**src/rtl/decode_pkg.sv**
```systemverilog
// rtl/decode_pkg.sv - shared constants and FSM state type for the decode sequencer
package decode_pkg;

  localparam int BYTE    = 8;
  localparam int INSTR_W = 4 * BYTE;
  localparam int OPC_MSB = INSTR_W - 1;

  typedef enum logic [1:0] {
    IDLE,
    ISSUE,
    WAIT,
    OUT
  } seq_state_t;

  // Opcode field of a raw instruction (top byte).
  function automatic logic [BYTE-1:0] opcode_of(input logic [INSTR_W-1:0] instr);
    return instr[OPC_MSB -: BYTE];
  endfunction

endpackage

```
**src/rtl/instr_fifo.sv**
```systemverilog
// rtl/instr_fifo.sv - synchronous instruction FIFO with occupancy count
module instr_fifo #(
  parameter int WIDTH = 32,
  parameter int DEPTH = 4
) (
  input  logic                   clk,
  input  logic                   rst_n,
  input  logic                   i_push,
  input  logic [WIDTH-1:0]       i_data,
  input  logic                   i_pop,
  output logic [WIDTH-1:0]       o_data,
  output logic [$clog2(DEPTH):0] o_count,
  output logic                   o_full,
  output logic                   o_empty
);

  localparam int AW = $clog2(DEPTH);
  localparam logic [AW:0] FULL_CNT = DEPTH[AW:0];

  logic [WIDTH-1:0] r_mem [DEPTH];
  logic [AW-1:0]    r_wr_ptr;
  logic [AW-1:0]    r_rd_ptr;
  logic [AW:0]      r_count;
  logic             w_pop;
  logic             w_push;

  assign o_full  = (r_count == FULL_CNT);
  assign o_empty = (r_count == '0);
  assign o_count = r_count;
  assign o_data  = r_mem[r_rd_ptr];

  // A pop frees a slot in the same cycle, so a full FIFO can still take a push alongside a pop.
  assign w_pop  = i_pop && !o_empty;
  assign w_push = i_push && (!o_full || w_pop);

  // Storage is not reset; only the pointers define which entries are live.
  always_ff @(posedge clk) begin
    if (rst_n && w_push) begin
      r_mem[r_wr_ptr] <= i_data;
    end
  end

  // Pointers wrap naturally because DEPTH is a power of two.
  always_ff @(posedge clk) begin
    if (!rst_n) begin
      r_wr_ptr <= '0;
      r_rd_ptr <= '0;
      r_count  <= '0;
    end else begin
      if (w_push) begin
        r_wr_ptr <= r_wr_ptr + AW'(1);
      end
      if (w_pop) begin
        r_rd_ptr <= r_rd_ptr + AW'(1);
      end
      case ({w_push, w_pop})
        2'b10:   r_count <= r_count + (AW+1)'(1);
        2'b01:   r_count <= r_count - (AW+1)'(1);
        default: r_count <= r_count;
      endcase
    end
  end

endmodule

```
**src/rtl/decode_sequencer.sv**
```systemverilog
// rtl/decode_sequencer.sv - buffers instructions and sequences the decoder with a timeout guard
module decode_sequencer
  import decode_pkg::*;
#(
  parameter int WIDTH_IN   = INSTR_W,
  parameter int WIDTH_OUT  = INSTR_W,
  parameter int FIFO_DEPTH = 4,
  parameter int TIMEOUT    = 16
) (
  input  logic                        clk,
  input  logic                        rst_n,
  input  logic                        in_valid,
  output logic                        in_ready,
  input  logic [WIDTH_IN-1:0]         in_instr,
  output logic                        dec_start,
  output logic [WIDTH_IN-1:0]         dec_instr,
  input  logic [WIDTH_OUT-1:0]        dec_result,
  input  logic                        dec_ready,
  output logic                        out_valid,
  input  logic                        out_ready,
  output logic [WIDTH_OUT-1:0]        out_instr,
  output logic                        out_error,
  output logic                        busy,
  output logic [$clog2(FIFO_DEPTH):0] fifo_count
);

  localparam int CNT_W = $clog2(TIMEOUT);
  localparam logic [CNT_W-1:0] CNT_LAST = CNT_W'(TIMEOUT - 1);

  seq_state_t           r_state;
  logic                 r_dec_start;
  logic [WIDTH_IN-1:0]  r_dec_instr;
  logic                 r_out_valid;
  logic [WIDTH_OUT-1:0] r_out_instr;
  logic                 r_out_error;
  logic [CNT_W-1:0]     r_cnt;

  logic [WIDTH_IN-1:0]          w_fifo_head;
  logic [$clog2(FIFO_DEPTH):0]  w_fifo_count;
  logic                         w_fifo_full;
  logic                         w_fifo_empty;
  logic                         w_push;
  logic                         w_pop;

  assign in_ready   = !w_fifo_full;
  assign w_push     = in_valid && in_ready;
  // Pop happens exactly when the FSM moves into ISSUE: from IDLE, or from OUT on acceptance.
  assign w_pop      = !w_fifo_empty &&
                      ((r_state == IDLE) || ((r_state == OUT) && out_ready));

  assign dec_start  = r_dec_start;
  assign dec_instr  = r_dec_instr;
  assign out_valid  = r_out_valid;
  assign out_instr  = r_out_instr;
  assign out_error  = r_out_error;
  assign busy       = (r_state != IDLE) || !w_fifo_empty;
  assign fifo_count = w_fifo_count;

  instr_fifo #(
    .WIDTH (WIDTH_IN),
    .DEPTH (FIFO_DEPTH)
  ) u_fifo (
    .clk     (clk),
    .rst_n   (rst_n),
    .i_push  (w_push),
    .i_data  (in_instr),
    .i_pop   (w_pop),
    .o_data  (w_fifo_head),
    .o_count (w_fifo_count),
    .o_full  (w_fifo_full),
    .o_empty (w_fifo_empty)
  );

  // Sequencer FSM: issue, wait for the decoder (or time out), then hold the result until accepted.
  always_ff @(posedge clk) begin
    if (!rst_n) begin
      r_state     <= IDLE;
      r_dec_start <= 1'b0;
      r_dec_instr <= '0;
      r_out_valid <= 1'b0;
      r_out_instr <= '0;
      r_out_error <= 1'b0;
      r_cnt       <= '0;
    end else begin
      r_dec_start <= 1'b0;
      case (r_state)
        IDLE: begin
          if (!w_fifo_empty) begin
            r_dec_instr <= w_fifo_head;
            r_dec_start <= 1'b1;
            r_state     <= ISSUE;
          end
        end
        ISSUE: begin
          r_cnt   <= '0;
          r_state <= WAIT;
        end
        WAIT: begin
          r_cnt <= r_cnt + CNT_W'(1);
          // A ready on the final wait cycle still counts as a good decode.
          if (dec_ready) begin
            r_out_instr <= dec_result;
            r_out_error <= 1'b0;
            r_out_valid <= 1'b1;
            r_state     <= OUT;
          end else if (r_cnt == CNT_LAST) begin
            r_out_instr <= WIDTH_OUT'(r_dec_instr);
            r_out_error <= 1'b1;
            r_out_valid <= 1'b1;
            r_state     <= OUT;
          end
        end
        OUT: begin
          if (out_ready) begin
            r_out_valid <= 1'b0;
            if (!w_fifo_empty) begin
              r_dec_instr <= w_fifo_head;
              r_dec_start <= 1'b1;
              r_state     <= ISSUE;
            end else begin
              r_state <= IDLE;
            end
          end
        end
        default: r_state <= IDLE;
      endcase
    end
  end

endmodule

```
**config.mk**
```make
export PLATFORM = sky130hd
export DESIGN_NAME = decode_sequencer
export DESIGN_NICKNAME = d
export VERILOG_FILES = /design/src/rtl/decode_pkg.sv /design/src/rtl/instr_fifo.sv /design/src/rtl/decode_sequencer.sv
export SDC_FILE = /design/constraint.sdc
export NUM_CORES = 1
export LEC_CHECK = 0
export BUFFER_PORTS_ARGS = -buffer_cell sky130_fd_sc_hd__buf_2
export CORE_MARGIN = 2
export CORE_UTILIZATION = 30
export DETAILED_ROUTE_END_ITERATION = 6
export HOLD_SLACK_MARGIN = 0.02
export SLEW_MARGIN = 20
export SYNTH_ARGS = -nofsm -noshare
export SYNTH_HDL_FRONTEND = slang
export SYNTH_HIERARCHICAL = 1
export SYNTH_SLANG_ARGS = --single-unit
```
**constraint.sdc**
```tcl
create_clock -name clk -period 2.8 [get_ports clk]
set_clock_uncertainty 0.05 [all_clocks]
set_input_delay 0.56 -clock clk [delete_from_list [all_inputs] [get_ports clk]]
set_output_delay 0.56 -clock clk [all_outputs]
set_load 0.02 [all_outputs]
```
# Word-level counts from Yosys, hierarchy flattened
# Memories as Yosys holds them, arrays and structs flattened. A register that Yosys moved wholly into a read port is not among the register bits.
# Cells that the tools add are included.
# word_totals
elab_cells	74
mem_count	1
ram_bits	128
register_bits	80
output_inout_bits	72
# memory_table
memory	depth	word_bits	read_ports	rd_clocked_by_memory_dff	wr	line	rtl
u_fifo.r_mem	4	32	1	1	1	instr_fifo.sv:20	logic [WIDTH-1:0] r_mem [DEPTH];
# op_classes
n_reduce_logical	23
eq_ne	10
muxes	25
add_sub_neg	5
# ops
op	n
two-way mux 32 bit	4
one-hot mux 32 bit (2 select lines)	1
two-way mux 2 bit	6
nonzero test 2 bit	6
two-way mux 1 bit	9
one-hot mux 2 bit (4 select lines)	1
one-hot mux 4 bit (2 select lines)	1
== test 2 bit, second input constant	3
logical AND 1 bit	6
one-hot mux 3 bit (2 select lines)	1
AND reduction 3 bit	2
adder 2 x 1 -> 2 bit, second input constant	2
adder 4 x 1 -> 4 bit, second input constant	1
== test 2 x 1 -> 1 bit, second input constant	2
== test 4 bit, second input constant	1
inequality test 2 bit, second input constant	2
one-hot mux 1 bit (2 select lines)	2
AND reduction 2 bit	2
adder 3 x 1 -> 3 bit, second input constant	1
== test 3 bit, second input constant	1
zero test 3 bit	1
logical OR 1 bit	3
inequality test 3 bit, second input constant	1
subtractor 3 x 1 -> 3 bit, second input constant	1
other kinds (2)	3

# Longest topological paths before layout
# Gate-level depths: netlist of the first run.
# depth
word_depth	10
depth_mapped	11
depth_no_buf	10

# Modules after synthesis
# The synthesis of the first run kept the hierarchy.
# by_module_without_submodules
mod	cells_each	n_inst	area_per_inst_um2
instr_fifo	234	1	5318.9
decode_sequencer	353	1	3388.2

# Worst setup path after synthesis of the first run
# Ideal clock, no wire load.
# synth_timing
kind	register to register
start	register u_fifo.r_count[0] (netlist: u_fifo/o_count[0])
end	memory u_fifo.r_mem[0][0], enable pin
t_arrival_ns	2.247
setup_ns	0.392
required_ns	2.358
n_path_buf	2
slack_ns	0.111
synth_period_minus_slack_ns	2.689
path_stages_with_launch	9
cell_sequence	dfxtp_1 > buf_4 > nor2_2 > and2_1 > nor2b_1 > buf_4 > inv_1 > a31oi_4 > and3_1
# synth_lines
item	line	rtl
from (decl)	instr_fifo.sv:23	logic [AW:0] r_count;
from (signal assigned)	instr_fifo.sv:57	2'b10: r_count <= r_count + (AW+1)'(1);
from (signal assigned)	instr_fifo.sv:58	2'b01: r_count <= r_count - (AW+1)'(1);
from (signal assigned)	instr_fifo.sv:59	default: r_count <= r_count;
== test 3 bit	instr_fifo.sv:27	assign o_full = (r_count == FULL_CNT);
net w_fifo_full	decode_sequencer.sv:40	logic w_fifo_full;
zero test 1 bit	decode_sequencer.sv:45	assign in_ready = !w_fifo_full;
logical AND 1 bit	decode_sequencer.sv:46	assign w_push = in_valid && in_ready;
net w_push	decode_sequencer.sv:42	logic w_push;
logical AND 1 bit	instr_fifo.sv:34	assign w_push = i_push && (!o_full || w_pop);
logical AND 1 bit	instr_fifo.sv:38	if (rst_n && w_push) begin
two-way mux 1 bit	instr_fifo.sv:38	
two-way mux 1 bit (not written as such)	instr_fifo.sv:39	r_mem[r_wr_ptr] <= i_data;
to (decl)	instr_fifo.sv:20	
# The timed path passes the listed nets, and every way through them passes these cells.

# Worst setup path after layout of the first run
# layout_timing
start	register r_state[0]
end	memory u_fifo.r_mem[3][22], enable pin
# layout_via
elab_chain_len	10
# layout_lines
item	line	rtl
from (decl)	decode_sequencer.sv:30	seq_state_t r_state;
from (signal assigned)	decode_sequencer.sv:77	r_state <= IDLE;
from (signal assigned)	decode_sequencer.sv:91	r_state <= ISSUE;
from (signal assigned)	decode_sequencer.sv:96	r_state <= WAIT;
== test 2 bit	decode_sequencer.sv:49	((r_state == IDLE) || ((r_state == OUT) && out_ready));
logical AND 1 bit	decode_sequencer.sv:49	
logical OR 1 bit *	decode_sequencer.sv:49	
logical AND 1 bit *	decode_sequencer.sv:48	assign w_pop = !w_fifo_empty &&
net w_pop	decode_sequencer.sv:43	logic w_pop;
logical AND 1 bit *	instr_fifo.sv:33	assign w_pop = i_pop && !o_empty;
logical OR 1 bit *	instr_fifo.sv:34	
logical AND 1 bit *	instr_fifo.sv:34	
logical AND 1 bit *	instr_fifo.sv:38	
two-way mux 1 bit *	instr_fifo.sv:38	
two-way mux 1 bit (not written as such) *	instr_fifo.sv:39	
# Mark *: on every way through the listed nets, which the timed path passes. The rest lies on a longest branch.

==> impl_metrics.tcl, run 1 <==
set metrics [dict create \
    synth_nets 667 \
    final-seq-area_mm2 0.00549 \
    ys_warn_count 6 \
    maxCapViolCount 0 \
    h-tree-depth 1 \
    slew_viol_final 0 \
    final_cell_mix "buf_2, edfxtp_1, dfxtp_1" \
    fp.dieW_um 174 \
    drcViolationCount 0 \
    grt_max_degree 52 \
    cts_setup_buffers 0 \
    wl_um 20700 \
    p_leak_nw 4.36 \
    final_common_cell "buf_2" \
    synthCells 587 \
    relSlewSlack 0.527 \
    multi_input_area_mm2 0.00292 \
    coreArea_mm2 0.0286 \
    holdPathStages 1 \
    routabilityCongestion 0.746 \
    grt_pass1_vias 5382 \
    tritoncts "yes" \
    worst_setup_path_end_kind "flip-flop" \
    crit_path_start_kind "flip-flop" \
    yosysUniqueCellTypes 49 \
    post_dp_cell_area_mm2 0.00983 \
    synth_top_area_frac 0.441 \
    die_y_um 174 \
    critPathKind "reg2reg" \
    postCtsResizedCells 0 \
    hold_path_class "in2reg" \
    clock_latency_ns 0.51 \
    die_area_mm2 0.0304 \
    drive_above_1_share 0.275 \
    ys_ff_latch 210 \
    post-dp-hpwl_um 14100 \
    finalSetupViolations 0 \
    hold_viol 0 \
    holdBufCountCts 0 \
    clk_pin_slew_ns 0.06 \
    synthTopCellsByArea "edfxtp_1, dfxtp_1, mux4_1" \
    antenna_found_initial 8 \
    place_inst 1086 \
    tns_ns 0 \
    ys_seq_area_frac 0.630 \
    numPortBuffers 140 \
    overflow 0 \
    period_minus_slack_ns 2.40 \
    ff2ff_path_depth 8 \
    instances_no_fill 1128 \
    synthToLayoutAreaGrowth_pct 21.6 \
    powerDensity_mw_per_mm2 844 \
    grt_usage 0.132 \
    drt_iter0_drc 318 \
    firstDrtPassIters 5 \
    avgSynthCellArea_um2 14.8 \
    layout.nets 807 \
    max-vdd-ir-drop_mv 0.426 \
    clkSinkCount 210 \
    ant_nets 0 \
    root_buffer "clkbuf_16" \
    syn-cell-area_mm2 0.00871 \
    synthFlopType "edfxtp_1" \
    rsz0062_at_grt "false" \
    grt_pass1_wl_um 31700 \
    worstPathArrival_ns 2.52 \
    synth_area_leader_cell "edfxtp_1" \
    crit_required_ns 2.93 \
    worstPathMaxFanout 17 \
    fmax_ghz 0.417 \
    design_area_mm2 0.0106 \
    start_util 0.304 \
    async_reset_ff_frac 0 \
    wl_per_cell_um 18.3 \
    status "completed" \
    fill_cells 2746 \
    design.portCount 141 \
    tightest_slew_ns 0.709 \
    ctsLongestPathBuffers 3 \
    numCtsBuffers 23 \
    synth_edf_count 128 \
    vias 5412 \
    viasPerCell 4.80 \
    min_period_over_period 0.857 \
    row_count 62 \
]
## synth_stat cells, types with 2 or more instances
| library cell | instances |
|---|---|
| nor2_2 | 2 |
| buf_1 | 6 |
| nand3_1 | 68 |
| or2_2 | 2 |
| nor2b_1 | 2 |
| nand2_1 | 13 |
| o211a_1 | 33 |
| o21ai_1 | 32 |
| a21oi_1 | 4 |
| a31oi_1 | 2 |
| and2_1 | 3 |
| buf_2 | 9 |
| dfxtp_1 | 82 |
| nand2b_1 | 6 |
| o31ai_1 | 2 |
| mux4_1 | 31 |
| buf_6 | 9 |
| buf_4 | 2 |
| xor2_1 | 3 |
| ha_1 | 10 |
| inv_1 | 11 |
| a21boi_1 | 35 |
| nor2_1 | 5 |
| o211ai_1 | 2 |
| mux2i_1 | 39 |
| clkbuf_1 | 21 |
| edfxtp_1 | 128 |
| and3_1 | 4 |
## cells by family (layout without fill, tap and decap cells)
kind of cell             count (synthesis)  after routing  share of synthesized area
adder cells (fa/ha/maj)                 11             11                     0.0167
AO/OA/AOI/OAI                          120            120                      0.106
multiplexers                            71             71                      0.141
buffers and inverters                   58            213                     0.0349
AND/OR/NAND/NOR                        113            113                     0.0674
other                                    0              2                          0
XOR/XNOR                                 4              4                    0.00402
flip-flops                             210            210                      0.630
## routing by layer
metal	part of all wire	track usage	vias up
met5	0.0039	0	-
met4	0.015	0.0319	14
met3	0.068	0.0376	34
met2	0.47	0.219	127
met1	0.44	0.171	2659
li1	-	-	2578
## layout make-up
class                      instances  area share
sequential                       210       0.518
multi-input combinational        319       0.276
timing repair buffer             162      0.0853
clock buffer                      30      0.0587
tap                              384      0.0454
clock inverter                    10      0.0124
inverter                          11     0.00390
antenna                            2    0.000473
## worst max-delay path, stage by stage, from the launching register on
cell	delay, ns
dfxtp_1	0.42
ha_1	0.24
a21oi_1	0.12
nor2_1	0.18
buf_4	0.20
inv_1	0.08
a31oi_4	0.24
and3_1	0.23
buf_4	0.29
## report_power, final
group	switching, mW	total [mW]	internal [mW]
logic	1.26	2.05	0.786
registers	0.258	3.88	3.63
clock network	1.17	3.01	1.84
total	2.69	8.94	6.25
## metrics by stage
| stage | setup WS [ns] | total power, mW | utilization | hold WS, ns |
|---|---|---|---|---|
| global placement | 0.472 | 5.99 | 0.343 | 0.409 |
| global route | 0.204 | 9.38 | 0.370 | 0.195 |
| detailed placement | 0.434 | 6.02 | 0.343 | 0.412 |
| floorplan | 0.111 | 5.31 | - | 0.412 |
| CTS | 0.389 | 9.06 | 0.370 | 0.189 |
| finish | 0.401 | 8.94 | 0.370 | 0.212 |
## worst paths after layout
path         slack [ns]               startpoint                             to
max                0.40  r_state[0]$_SDFFE_PN0P_  u_fifo/r_mem[3][22]$_DFFE_PP_
min                0.21             in_instr[17]  u_fifo/r_mem[0][17]$_DFFE_PP_
max reg2reg        0.40  r_state[0]$_SDFFE_PN0P_  u_fifo/r_mem[3][22]$_DFFE_PP_
min reg2reg        0.42   out_valid$_SDFFE_PN0P_         out_valid$_SDFFE_PN0P_
## flip-flops by register name (all words and copies together), names as in the netlist, named ones only
signal / cells
dec_start: 1
out_valid: 1
dec_instr: 32
u_fifo/o_count: 3
r_cnt: 4
u_fifo/r_mem: 128
u_fifo/r_rd_ptr: 2
out_instr: 32
r_state: 2
out_error: 1
u_fifo/r_wr_ptr: 2
(Power assumes the default switching activity.)
==> inputs of run 2 (changes only) <==
--- a/config.mk
+++ b/config.mk
@@ -13,5 +13,4 @@
 export SLEW_MARGIN = 20
 export SYNTH_ARGS = -nofsm -noshare
 export SYNTH_HDL_FRONTEND = slang
-export SYNTH_HIERARCHICAL = 1
 export SYNTH_SLANG_ARGS = --single-unit
==> run 2 against run 1 <==
  * Clock-buffer cell count is 3 higher
  * Sequential power increased by 3%
  * First-iteration DRC count decreased by 39%
  * Synthesized cell count fell by 5.6%
  * Final cell count decreased by 5.9%
  * Sequential cell count is the same
  * Design area fell by 5.9%
  * Sequential share of layout area increased by 3.2 points
  * Via count decreased by 10%
  * Combinational power rose by 31%
==> impl_metrics.tcl, run 2 <==
set metrics [dict create \
    tns_ns 0 \
    hold_viol 0 \
    netlist_top_cells_count "edfxtp_1, dfxtp_1, nand2_1" \
    syn-cell-area_mm2 0.00808 \
    firstDrtPassIters 4 \
    synth.most_common_cell "edfxtp_1" \
    rrSetupSlack_ns 0.44 \
    fmax_ghz 0.424 \
    max-vdd-ir-drop_mv 0.322 \
    crit_path_start_kind "flip-flop" \
    coreArea_mm2 0.0267 \
    cp-startpoint "u_fifo.o_count[0]$_SDFFE_PN0P_" \
    ctsLongestPathBuffers 3 \
    drcViolationCount 0 \
    postCtsResizedCells 0 \
    overflow 0 \
    clkSinkCount 210 \
    crit_family "simple AND/OR/NAND/NOR gates" \
    dp_worst_setup_slack_ns 0.432 \
    design.portCount 141 \
    async_reset_ff_frac 0 \
    r2r_start "u_fifo.o_count[0]$_SDFFE_PN0P_" \
    finalSetupViolations 0 \
    grt_max_degree 41 \
    maxCapViolCount 0 \
    wl_per_cell_um 17.2 \
    die_y_um 168 \
    largest_reg_flops 128 \
    holdBufCountCts 0 \
    final_common_cell "buf_2" \
    synth_top_area_frac 0.476 \
    tritoncts "yes" \
    synthFlopType "edfxtp_1" \
    numCtsBuffers 25 \
    cts_setup_buffers 0 \
    worstPathArrival_ns 2.75 \
    hold_start "in_instr[5]" \
    cp_cell_sequence "or3b_1, and2_1, clkinv_4, ha_1, fa_1, xnor2_1, or3_1, a21oi_1" \
    tightest_slew_ns 0.598 \
    relSlewSlack 0.601 \
    clk_pin_slew_ns 0.05 \
    worst_setup_path_end_kind "flip-flop" \
    ff2ff_path_depth 8 \
    synthTopCellsByArea "edfxtp_1, dfxtp_1, mux4_2" \
    p_leak_nw 3.70 \
    hold_path_class "in2reg" \
    die_area_mm2 0.0283 \
    top_register "u_fifo.r_mem" \
    antenna_found_initial 4 \
    drive_above_1_share 0.328 \
    vias 4869 \
    critPathSlowestCell "dfxtp_1" \
    crit_required_ns 3.20 \
    worstPathMaxFanout 7 \
    reg2reg_to "u_fifo.o_count[2]$_SDFFE_PN0P_" \
    synthCells 554 \
    grt_pass1_wl_um 28000 \
    synthToLayoutAreaGrowth_pct 23.4 \
    post-dp-hpwl_um 11800 \
    ys_seq_area_frac 0.679 \
    fp.dieW_um 168 \
    routabilityCongestion 0.697 \
    synth_nets 634 \
    hold_end "u_fifo.r_mem[0][5]$_DFFE_PP_" \
    period_minus_slack_ns 2.36 \
    fin_ws_ns 0.442 \
    grt_pass1_vias 4810 \
    min_period_over_period 0.842 \
    grt_usage 0.127 \
    ant_nets 0 \
    synth_area_leader_cell "edfxtp_1" \
    drt_iter0_drc 193 \
    avgSynthCellArea_um2 14.6 \
    ys_warn_count 0 \
    critPathKind "reg2reg" \
    h-tree-depth 1 \
    ys_ff_latch 210 \
    yosysUniqueCellTypes 41 \
    final_cell_mix "buf_2, edfxtp_1, dfxtp_1" \
    numPortBuffers 140 \
    row_count 60 \
    finish.utilization 0.373 \
    powerDensity_mw_per_mm2 966 \
    status "completed" \
    viasPerCell 4.59 \
    layout.nets 781 \
    slew_viol_final 0 \
    clock_latency_ns 0.51 \
    crit_path_max_incr_delay_ns 0.46 \
    crit_buf_inv 1 \
    start_util 0.302 \
    rsz0062_at_grt "false" \
    synth_edf_count 128 \
    holdPathStages 1 \
    wl_um 18300 \
    root_buffer "clkbuf_16" \
]
[run 2: changes by cell type in the layout (fill, tap and decap cells not counted), moves of 5 or more]
cell,delta
nand3_1,-66
inv_1,-5
mux4_2,+31
a211oi_1,+33
mux4_1,-31
o21ai_1,-32
a21oi_1,+37
buf_4,-8
a21boi_1,-35
o211a_1,-33
nand2_1,+55
clkinv_2,+6
nor2_1,+39
[run 2: stage by stage]
step	hold slack [ns]	cells	power [mW]	instance area (µm²)
2_1_floorplan	0.409	554	5.94	8080
4_1_cts	0.189	1060	9.80	9960
3_3_place_gp	0.407	1015	6.77	9220
3_5_place_dp	0.412	1015	6.82	9220
5_1_grt	0.204	1061	10.2	9970
6_report	0.212	1061	9.63	9970
[run 2: layout make-up]
| type | count | area, µm² |
|---|---|---|
| diodes | 1 | 2.50 |
| clock inverters | 12 | 82.6 |
| fillers | 2563 | 16800 |
| multi-input cells | 300 | 2380 |
| clock buffers | 33 | 666 |
| repair buffers | 156 | 883 |
| well taps | 341 | 427 |
| inverters | 8 | 35.0 |
| flip-flops and latches | 210 | 5490 |
[run 2: per-layer routing]
metal | vias up | share of wire | routed length (µm) | global-route usage
met5 | - | 0.0020 | 36 | 0
met4 | 6 | 0.020 | 365 | 0.0352
met3 | 38 | 0.057 | 1050 | 0.0336
met2 | 91 | 0.48 | 8790 | 0.216
met1 | 2373 | 0.44 | 8050 | 0.162
li1 | 2361 | - | - | -
[run 2: logic make-up after synthesis]
logic type,Yosys count,share of synthesized area
adder cells (fa/ha/maj),11,0.0180
AND/OR/NAND/NOR,135,0.0717
buffers and inverters,44,0.0282
AO/OA/AOI/OAI,82,0.0649
XOR/XNOR,5,0.00542
multiplexers,67,0.133
flip-flops,210,0.679
[run 2: worst max-delay path by stage]
stage               slack [ns]                        endpoint  cells past startpoint
floorplan                 0.37  u_fifo.o_count[2]$_SDFFE_PN0P_                      9
finish                    0.44  u_fifo.o_count[2]$_SDFFE_PN0P_                      8
CTS                       0.42  u_fifo.o_count[2]$_SDFFE_PN0P_                      8
global route              0.28      dec_instr[21]$_SDFFE_PN0P_                      6
detailed placement        0.43  u_fifo.o_count[2]$_SDFFE_PN0P_                      8
global placement          0.45  u_fifo.o_count[2]$_SDFFE_PN0P_                      8
[run 2: worst register-to-register path, cell delays in order, from the launching register on]
cell and delay [ns]:
dfxtp_1 0.46, or3b_1 0.18, and2_1 0.31, clkinv_4 0.09, ha_1 0.24, fa_1 0.38, xnor2_1 0.15, or3_1 0.30
a21oi_1 0.14
[run 2: power by group]
group / leakage (nW) / internal [mW] / switching, mW
combinational: 1.50 / 1.06 / 1.62
sequential: 1.83 / 3.70 / 0.288
clock: 0.368 / 1.75 / 1.20
